[src/rtl/cpu_defines.sv]
// Shared encodings for the instruction/data memory bus arbiter.
// Latency: n/a (types, constants and helpers only).
// Backpressure: n/a.
package cpu_defines;

    typedef enum logic [1:0] {
        ST_IDLE = 2'd0,
        ST_ADDR = 2'd1,
        ST_DATA = 2'd2
    } state_t;

    typedef enum logic {
        OWN_INST = 1'b0,
        OWN_DATA = 1'b1
    } owner_t;

    // With two requesters, round-robin means "the one that did not go last".
    function automatic owner_t other_owner(input owner_t o);
        return (o == OWN_INST) ? OWN_DATA : OWN_INST;
    endfunction

endpackage

[src/rtl/rr_arb2.sv]
// Two-requester round-robin picker (fetch vs data) with a per-port mask.
// Latency: purely combinational; the `last` history register lives in the parent.
// Backpressure: none; the parent only acts on the grant while it is idle.
//
// Ports:
//   req_inst/req_data   raw requests
//   mask_inst/mask_data suppress a port for this cycle (it just completed)
//   last                port granted most recently
//   gnt_vld/gnt_own     a winner exists / which port won
module rr_arb2
    import cpu_defines::*;
(
    input  logic   req_inst,
    input  logic   req_data,
    input  logic   mask_inst,
    input  logic   mask_data,
    input  owner_t last,
    output logic   gnt_vld,
    output owner_t gnt_own
);

    logic elig_inst;
    logic elig_data;

    assign elig_inst = req_inst & ~mask_inst;
    assign elig_data = req_data & ~mask_data;

    always_comb begin
        gnt_vld = 1'b0;
        gnt_own = OWN_INST;
        if (elig_inst && elig_data) begin
            gnt_vld = 1'b1;
            gnt_own = other_owner(last);
        end else if (elig_inst) begin
            gnt_vld = 1'b1;
            gnt_own = OWN_INST;
        end else if (elig_data) begin
            gnt_vld = 1'b1;
            gnt_own = OWN_DATA;
        end
    end

endmodule

[src/rtl/mem_bus_arbiter.sv]
// Shares one SRAM-like bus between the fetch port and the data port, one transaction at a time.
// Latency: req -> bus_req is 1 cycle (registered); minimum 3 cycles from grant cycle to done pulse.
// Backpressure: requesters hold req until their done pulse; the slave stalls via bus_addr_ok/bus_data_ok.
//
// Ports:
//   clk, rst                         clock, synchronous active-high reset
//   i_req/i_addr -> i_done/i_rdata   fetch port
//   d_req/d_wr/d_addr/d_wdata/d_wstrb -> d_done/d_rdata   data port
//   bus_req/bus_wr/bus_addr/bus_wdata/bus_wstrb           bus address phase (all registered)
//   bus_addr_ok/bus_data_ok/bus_rdata                     slave handshake
//   busy                             transaction in flight
module mem_bus_arbiter
    import cpu_defines::*;
#(
    parameter int AW = 32,
    parameter int DW = 32
) (
    input  logic            clk,
    input  logic            rst,
    input  logic            i_req,
    input  logic [AW-1:0]   i_addr,
    output logic            i_done,
    output logic [DW-1:0]   i_rdata,
    input  logic            d_req,
    input  logic            d_wr,
    input  logic [AW-1:0]   d_addr,
    input  logic [DW-1:0]   d_wdata,
    input  logic [DW/8-1:0] d_wstrb,
    output logic            d_done,
    output logic [DW-1:0]   d_rdata,
    output logic            bus_req,
    output logic            bus_wr,
    output logic [AW-1:0]   bus_addr,
    output logic [DW-1:0]   bus_wdata,
    output logic [DW/8-1:0] bus_wstrb,
    input  logic            bus_addr_ok,
    input  logic            bus_data_ok,
    input  logic [DW-1:0]   bus_rdata,
    output logic            busy
);

    state_t          state_q,     state_d;
    owner_t          owner_q,     owner_d;
    owner_t          last_q,      last_d;
    logic            bus_req_q,   bus_req_d;
    logic            bus_wr_q,    bus_wr_d;
    logic [AW-1:0]   bus_addr_q,  bus_addr_d;
    logic [DW-1:0]   bus_wdata_q, bus_wdata_d;
    logic [DW/8-1:0] bus_wstrb_q, bus_wstrb_d;
    logic            i_done_q,    i_done_d;
    logic            d_done_q,    d_done_d;
    logic [DW-1:0]   i_rdata_q,   i_rdata_d;
    logic [DW-1:0]   d_rdata_q,   d_rdata_d;

    logic            gnt_vld;
    owner_t          gnt_own;
    logic            complete;

    // A port whose done is high this cycle may still be holding req for the
    // access that just finished, so it is masked to avoid a duplicate grant.
    rr_arb2 u_rr_arb2 (
        .req_inst  (i_req),
        .req_data  (d_req),
        .mask_inst (i_done_q),
        .mask_data (d_done_q),
        .last      (last_q),
        .gnt_vld   (gnt_vld),
        .gnt_own   (gnt_own)
    );

    always_comb begin
        state_d     = state_q;
        owner_d     = owner_q;
        last_d      = last_q;
        bus_req_d   = bus_req_q;
        bus_wr_d    = bus_wr_q;
        bus_addr_d  = bus_addr_q;
        bus_wdata_d = bus_wdata_q;
        bus_wstrb_d = bus_wstrb_q;
        i_rdata_d   = i_rdata_q;
        d_rdata_d   = d_rdata_q;
        i_done_d    = 1'b0;
        d_done_d    = 1'b0;
        complete    = 1'b0;

        unique case (state_q)
            ST_IDLE: begin
                // Slave handshakes arriving here belong to nothing and are dropped.
                if (gnt_vld) begin
                    owner_d   = gnt_own;
                    last_d    = gnt_own;
                    bus_req_d = 1'b1;
                    state_d   = ST_ADDR;
                    if (gnt_own == OWN_DATA) begin
                        bus_wr_d    = d_wr;
                        bus_addr_d  = d_addr;
                        bus_wdata_d = d_wdata;
                        bus_wstrb_d = d_wr ? d_wstrb : '0;
                    end else begin
                        bus_wr_d    = 1'b0;
                        bus_addr_d  = i_addr;
                        bus_wdata_d = '0;
                        bus_wstrb_d = '0;
                    end
                end
            end
            ST_ADDR: begin
                // data_ok without addr_ok cannot belong to this access yet.
                if (bus_addr_ok) begin
                    bus_req_d = 1'b0;
                    if (bus_data_ok) begin
                        complete = 1'b1;
                        state_d  = ST_IDLE;
                    end else begin
                        state_d  = ST_DATA;
                    end
                end
            end
            ST_DATA: begin
                if (bus_data_ok) begin
                    complete = 1'b1;
                    state_d  = ST_IDLE;
                end
            end
            default: begin
                bus_req_d = 1'b0;
                state_d   = ST_IDLE;
            end
        endcase

        if (complete) begin
            if (owner_q == OWN_INST) begin
                i_done_d  = 1'b1;
                i_rdata_d = bus_rdata;
            end else begin
                d_done_d = 1'b1;
                // Stores leave the last load result visible to the pipeline.
                if (!bus_wr_q) begin
                    d_rdata_d = bus_rdata;
                end
            end
        end
    end

    always_ff @(posedge clk) begin
        if (rst) begin
            state_q     <= ST_IDLE;
            owner_q     <= OWN_INST;
            last_q      <= OWN_DATA;
            bus_req_q   <= 1'b0;
            bus_wr_q    <= 1'b0;
            bus_addr_q  <= '0;
            bus_wdata_q <= '0;
            bus_wstrb_q <= '0;
            i_done_q    <= 1'b0;
            d_done_q    <= 1'b0;
            i_rdata_q   <= '0;
            d_rdata_q   <= '0;
        end else begin
            state_q     <= state_d;
            owner_q     <= owner_d;
            last_q      <= last_d;
            bus_req_q   <= bus_req_d;
            bus_wr_q    <= bus_wr_d;
            bus_addr_q  <= bus_addr_d;
            bus_wdata_q <= bus_wdata_d;
            bus_wstrb_q <= bus_wstrb_d;
            i_done_q    <= i_done_d;
            d_done_q    <= d_done_d;
            i_rdata_q   <= i_rdata_d;
            d_rdata_q   <= d_rdata_d;
        end
    end

    assign bus_req   = bus_req_q;
    assign bus_wr    = bus_wr_q;
    assign bus_addr  = bus_addr_q;
    assign bus_wdata = bus_wdata_q;
    assign bus_wstrb = bus_wstrb_q;
    assign i_done    = i_done_q;
    assign d_done    = d_done_q;
    assign i_rdata   = i_rdata_q;
    assign d_rdata   = d_rdata_q;
    assign busy      = (state_q != ST_IDLE);

endmodule

[config.mk]
export PLATFORM = sky130hd
export DESIGN_NAME = mem_bus_arbiter
export DESIGN_NICKNAME = d
export VERILOG_FILES = /design/src/rtl/cpu_defines.sv /design/src/rtl/rr_arb2.sv /design/src/rtl/mem_bus_arbiter.sv
export SDC_FILE = /design/constraint.sdc
export NUM_CORES = 1
export LEC_CHECK = 0
export ABC_AREA = 1
export BUFFER_PORTS_ARGS = -buffer_cell sky130_fd_sc_hd__buf_2
export CAP_MARGIN = 20
export CORE_ASPECT_RATIO = 0.9
export CORE_MARGIN = 2
export CORE_UTILIZATION = 49
export CTS_BUF_LIST = sky130_fd_sc_hd__clkbuf_8
export CTS_CLUSTER_SIZE = 20
export DETAILED_ROUTE_END_ITERATION = 10
export PLACE_DENSITY = 0.93
export SLEW_MARGIN = 10
export SYNTH_ARGS = -nofsm -noshare
export SYNTH_HDL_FRONTEND = slang
export SYNTH_SLANG_ARGS = --single-unit
export TNS_END_PERCENT = 50
[constraint.sdc]
create_clock -name clk -period 1.7 [get_ports clk]
set_input_delay 0.17 -clock clk [delete_from_list [all_inputs] [get_ports clk]]
set_output_delay 0.17 -clock clk [all_outputs]
set_load 0.05 [all_outputs]
Yosys cells after proc, flatten, opt, wreduce, memory -nomap -nowiden
Cells that the tools add are included.
{ "word_totals": {"latchBits": 0, "n_memories": 0, "ff_bits": 140, "mem_bits_ro": 0, "ram_bits": 0, "in_bits": 139, "output_inout_bits": 137, "elab_cells": 58} }
{ "classes": {"muxes": 24, "shifts": 0, "eq_ne": 5, "reduce_logical": 9, "multipliers": 0, "n_lt_le_gt_ge": 0, "bitwise": 8, "n_div": 0, "addsub": 0} }
{ "op_table": {"columns": ["operator", "count"], "rows": [
  ["32-bit two-way mux", 2],
  ["1-bit two-way mux", 13],
  ["3-bit AND reduction", 3],
  ["2-bit two-way mux", 4],
  ["4-bit two-way mux", 2],
  ["2-bit inequality test (second input constant)", 3],
  ["1-bit NOT", 6],
  ["2-bit case mux with 3 select lines", 1],
  ["2-bit AND reduction", 2],
  ["1-bit case mux with 3 select lines", 1],
  ["1-bit bitwise AND", 2],
  ["2-bit by 1-bit == test with 1-bit output (second input constant)", 1],
  ["2-bit == test (second input constant)", 1],
  ["2-bit zero test", 1],
  ["1-bit case mux with 2 select lines", 1],
  ["2-bit nonzero test", 1],
  ["2-bit OR reduction", 1],
  ["1-bit logical AND", 1]
]} }

Logic depth before layout (Yosys ltp)
{ "logic_depth": {"ltp_word": 7, "ltp_mapped": 9, "depth_no_buf": 9} }

Hierarchy
Synthesis repeated with hierarchy kept, for this count alone.
{ "hier_totals": {"cells_unflattened": 808, "hier_area_um2": 5744.3} }
{ "modules_own_cells": {"columns": ["module", "seq_area_each_um2", "cells_per_inst", "area_per_inst_um2", "n_inst"], "rows": [
  ["mem_bus_arbiter", 2802.7, 800, 5711.7, 1],
  ["rr_arb2", 0.0, 8, 32.5, 1]
]} }

Worst setup path before layout
No wires, ideal clock.
{ "synth_path": {"kind": "register -> register", "start": "register d_done_q (netlist: d_done)", "end": "register bus_addr_q[25] (netlist: bus_addr[25])", "t_required_ps": 1591, "path_slack_ps": 238, "period_less_slack_ps": 1462, "n_path_buf": 2, "setup_time_ps": 109, "arrival_time_ps": 1353, "path_stages_with_launch": 10, "path_cell_list": "dfxtp_1 > inv_1 > nand2_2 > inv_2 > buf_6 > buf_2 > nand3_1 > nand3_1 > nand2_1 > inv_1"} }
{ "synth_between": {"elab_chain_len": 6, "elab_cells_between_ends": 10, "cone_classes": "mux (6); bitwise (2); reduce/logical (2)"} }
{ "synth_rtl": {"columns": ["item", "line", "rtl"], "rows": [
  ["from (decl)", "mem_bus_arbiter.sv:51", "logic d_done_q, d_done_d;"],
  ["from (signal assigned)", "mem_bus_arbiter.sv:169", "d_done_q <= d_done_d;"],
  ["1-bit NOT (*)", "rr_arb2.sv:26", "assign elig_data = req_data & ~mask_data;"],
  ["1-bit bitwise AND (*)", "rr_arb2.sv:26", null],
  ["1-bit two-way mux", "rr_arb2.sv:37", "end else if (elig_data) begin"],
  ["1-bit two-way mux", "rr_arb2.sv:34", "end else if (elig_inst) begin"],
  ["1-bit two-way mux", "rr_arb2.sv:31", "if (elig_inst && elig_data) begin"],
  ["32-bit two-way mux / 2-bit AND reduction (equally long branches)", null, null],
  ["to (signal assigned)", "mem_bus_arbiter.sv:165", "bus_addr_q <= bus_addr_d;"],
  ["to (decl)", "mem_bus_arbiter.sv:47", "logic [AW-1:0] bus_addr_q, bus_addr_d;"]
]} }
Mark *: on every way between the ends. The rest lies on a longest branch, timed or not.
A chain may end at the register's enable or synchronous reset.

Worst setup path in the final report
{ "layout_path": {"start": "register state_q[0]", "end": "output busy"} }
{ "layout_between": {"elab_chain_len": 1} }
{ "layout_rtl": {"columns": ["item", "line", "rtl"], "rows": [
  ["from (decl)", "mem_bus_arbiter.sv:42", "state_t state_q, state_d;"],
  ["from (signal assigned)", "mem_bus_arbiter.sv:160", "state_q <= state_d;"],
  ["2-bit nonzero test", "mem_bus_arbiter.sv:184", "assign busy = (state_q != ST_IDLE);"],
  ["to (decl)", "mem_bus_arbiter.sv:39", "output logic busy"]
]} }
Every way passes these cells.

==> results by stage <==
Route:
- The routed design has 19,300 um of wire.
- The detail-routed via count per cell is around 5.2.
- The number of nets with antenna violations after routing is 0.
- The pre-antenna-repair detailed-routing pass consisted of 5 iterations.
- For this block, the initial DRC count from the detailed router was 594.
- The residual DRC count is 0.
- Summing over every cut layer, the via total after detailed routing is ~6,600.
- After detailed routing, the average wire length per cell comes to 15.3 um.

Timing:
- For the final routed database, the setup TNS stands at 0 ps.
- The max-slew violation count is 0.
- The total of endpoints with negative setup slack in the final report is 0.
- Timing would allow up to between 600 and 700 MHz.
- The clock arrives with 9.11 ps of skew.
- Setup repair after global routing left no endpoint under its margin.
- The total count of hold-check failures in the final report was 0.
- The fraction of the cycle the final worst path needs is 93.5%.
- The slew at the pin with the worst max-slew slack is 465 ps.
- The worst setup margin is 111 ps.
- Measured against its own limit, the worst slew margin works out to 69.0%.
- The shortest clock period the worst path allows after layout is 1590 ps.

Placement:
- The pre-CTS setup slack is between 150 and 200 ps.
- Input and output buffers added on the ports amount to 275.
- The estimated wirelength of the detail-placed design is 12,100 um.
- The placer's final routability congestion estimate is 0.819.

Setup path:
- The worst setup path is of the reg2out kind.
- The worst setup path is captured at an output port.
- In this run the worst path has a maximum fanout of 4.
- The arrival time at the worst endpoint is between 1000 and 1500 ps.
- The critical path required time is roughly 1500 ps.
- The kind of start point of the critical path is a register.

Clocking:
- The clock transition at the registers of the reported paths is 80 ps.
- The longest clock path from root to sink contains 2 buffers.
- TritonCTS built the clock tree.
- The number of H-tree levels is 4.
- The count of clock tree sinks is 140.
- The number of clock buffers added by TritonCTS is 17.
- At the later pin of the worst-skew pair, clock insertion delay measures 430 ps.
- Clock tree synthesis selected as its root buffer the cell sky130_fd_sc_hd__clkbuf_8.

Global route:
- The total global routing track utilization is 28.4%.
- Global routing finished with a remaining overflow of 0.
- The pin count of the biggest net entering global routing is 105.
- The number of antenna violations at the first check in global routing was 1.
- The number of global-route vias before repair is 6,107.
- The global-route wire length before repair is 29,500 um.

Die:
- The core area is 12,000 um2.
- The number of rows in the core area is 38.
- The die height is 109 um.
- For this configuration, the core starts out at a cell density of 50.1%.
- In this run the horizontal extent of the chip is 121 um.
- The boundary pin count is about 280.
- The full die area is 13,200 um2.

Synthesis:
- The count of cell types in the netlist is 21.
- The cell type contributing the most total cell area after synthesis is sky130_fd_sc_hd__dfxtp_1.
- The most frequent cell after synthesis is sky130_fd_sc_hd__nand2_1.
- The synthesized design contains 0 enable-type register cells.
- Ranked by total cell area, the synthesized netlist is headed by sky130_fd_sc_hd__dfxtp_1 (47%), sky130_fd_sc_hd__nand2_1 (9.5%), sky130_fd_sc_hd__a21oi_1 (8.6%).
- The number of nets in the synthesized netlist is between 900 and 1,000.
- The number of cells produced by synthesis is 794.
- Sequential elements use ~47% of the synthesized area.
- Of all flip-flops after synthesis, the portion carrying an async set or reset was 0%.
- During synthesis, Yosys emitted a total of 0 warnings.
- In this run the cell area of the synthesized design comes to around 6000 um2.
- The post-synthesis sequential element count is 140.
- The most used flip-flop cell after synthesis is sky130_fd_sc_hd__dfxtp_1.
- The share of Yosys cell area claimed by the top area cell type is a little under half.
- The average instance in the mapped netlist occupies between 7 and 8 um2.
- Ranked by instance count, the synthesized netlist is headed by sky130_fd_sc_hd__nand2_1 (152), sky130_fd_sc_hd__dfxtp_1 (140), sky130_fd_sc_hd__inv_1 (108), sky130_fd_sc_hd__a21oi_1 (103), sky130_fd_sc_hd__nand3_1 (103).

Final layout:
- The share of post-route cells with drive strength above 1 is 32.3%.
- The area used by multi-input combinational logic is 2400 um2.
- The layout has approximately 900 filler cells.
- The signed area change from the synthesized netlist to the final layout is 38.7%.
- The sequential cells in the finished layout cover a total of 2800 um2.
- The net count of the finished layout is 1,235.

Run status:
- The flow ran to the end, and the final reports show no timing, DRC or antenna violations.

Power and ir drop:
- The total leakage power is around 0.0042 uW.
- VDD sags by at most 695 uV.
- Dividing total power by cell area gives a power density of 1180 nW/um2.

Min path:
- The path type of the worst min-delay path is in2reg.

Flow run:
- Max-cap violations in this run came to 0.
[sequential cells by signal, indices dropped and copies added (netlist names)]
signal	cells
bus_addr	32
bus_req	1
bus_wdata	32
bus_wr	1
bus_wstrb	4
d_done	1
d_rdata	32
i_done	1
i_rdata	32
last_q	1
owner_q	1
state_q	2
[cells in the final DEF, fill, tap and decap left out, types with 10 or more instances in the layout]
master,instances
sky130_fd_sc_hd__nand3_1,103
sky130_fd_sc_hd__buf_4,14
sky130_fd_sc_hd__clkbuf_8,18
sky130_fd_sc_hd__o21ai_2,20
sky130_fd_sc_hd__a21oi_1,103
sky130_fd_sc_hd__buf_2,273
sky130_fd_sc_hd__inv_1,111
sky130_fd_sc_hd__dfxtp_1,140
sky130_fd_sc_hd__o21ai_1,10
sky130_fd_sc_hd__nand2_1,152
sky130_fd_sc_hd__dlygate4sd3_1,49
sky130_fd_sc_hd__nand4_1,68
[per-layer routing]
| layer | up-vias | global-route usage [%] | part of all wire [%] |
|---|---|---|---|
| li1 | 3206 | - | - |
| met1 | 2979 | 31.4 | 37 |
| met2 | 379 | 50.2 | 51 |
| met3 | 50 | 8.94 | 9.1 |
| met4 | 0 | 12.2 | 3.0 |
| met5 | - | 0 | 0 |
[area by class of cell]
class	count	area share, %
flip-flops and latches	140	33.6
multi-input cells	474	28.7
repair buffers	346	25.7
inverters	114	5.12
clock buffers	18	2.97
well taps	160	2.40
clock inverters	11	1.56
diodes	1	0.0300
[through the flow]
stage,util (%),cells,power (uW),hold WS [ps],instance area [um2]
4_1_cts,69.2,1261,9810,1.18,8320
3_3_place_gp,62.1,1185,7060,411,7470
3_5_place_dp,62.1,1185,7130,421,7470
5_1_grt,69.4,1264,10300,5.90,8350
6_report,69.4,1264,9860,23.7,8350
2_1_floorplan,-,794,6310,305,6020
[logic make-up (layout without fill, tap and decap cells)]
logic type / count (synthesis) / after routing / synth area share (%)
other: 0 / 1 / 0
and+or+nand+nor: 333 / 333 / 26.5
buffers and inverters: 180 / 489 / 13.7
adders and majority gates: 3 / 3 / 0.623
DFF: 140 / 140 / 46.5
AOI/OAI and AO/OA: 138 / 138 / 12.7
[worst max-delay path: stages, from the launching register on]
cell	delay, ps
sky130_fd_sc_hd__dfxtp_1	360
sky130_fd_sc_hd__inv_1	70
sky130_fd_sc_hd__ha_1	240
sky130_fd_sc_hd__inv_1	130
sky130_fd_sc_hd__buf_6	180
[path summary, 6_finish.rpt]
check,from,end,slack (ps),depth (start not counted)
max,state_q[0],busy,110,4
min,bus_rdata[19],d_rdata[19],20,3
max reg2reg,state_q[0],d_rdata[17],130,8
min reg2reg,bus_req,bus_req,460,2
[repair_timing]
item,in CTS,in global routing
gates resized for setup,0,4
endpoints found under the hold margin,49,2
hold buffers,47,2
buffers inserted,0,0
setup endpoints to repair,0,2
[power breakdown]
group,internal [uW],switching [uW]
clock,1440,1200
sequential,3600,163
combinational,966,2490
total,6010,3850
Note: power is estimated with default switching activity, not from simulation.
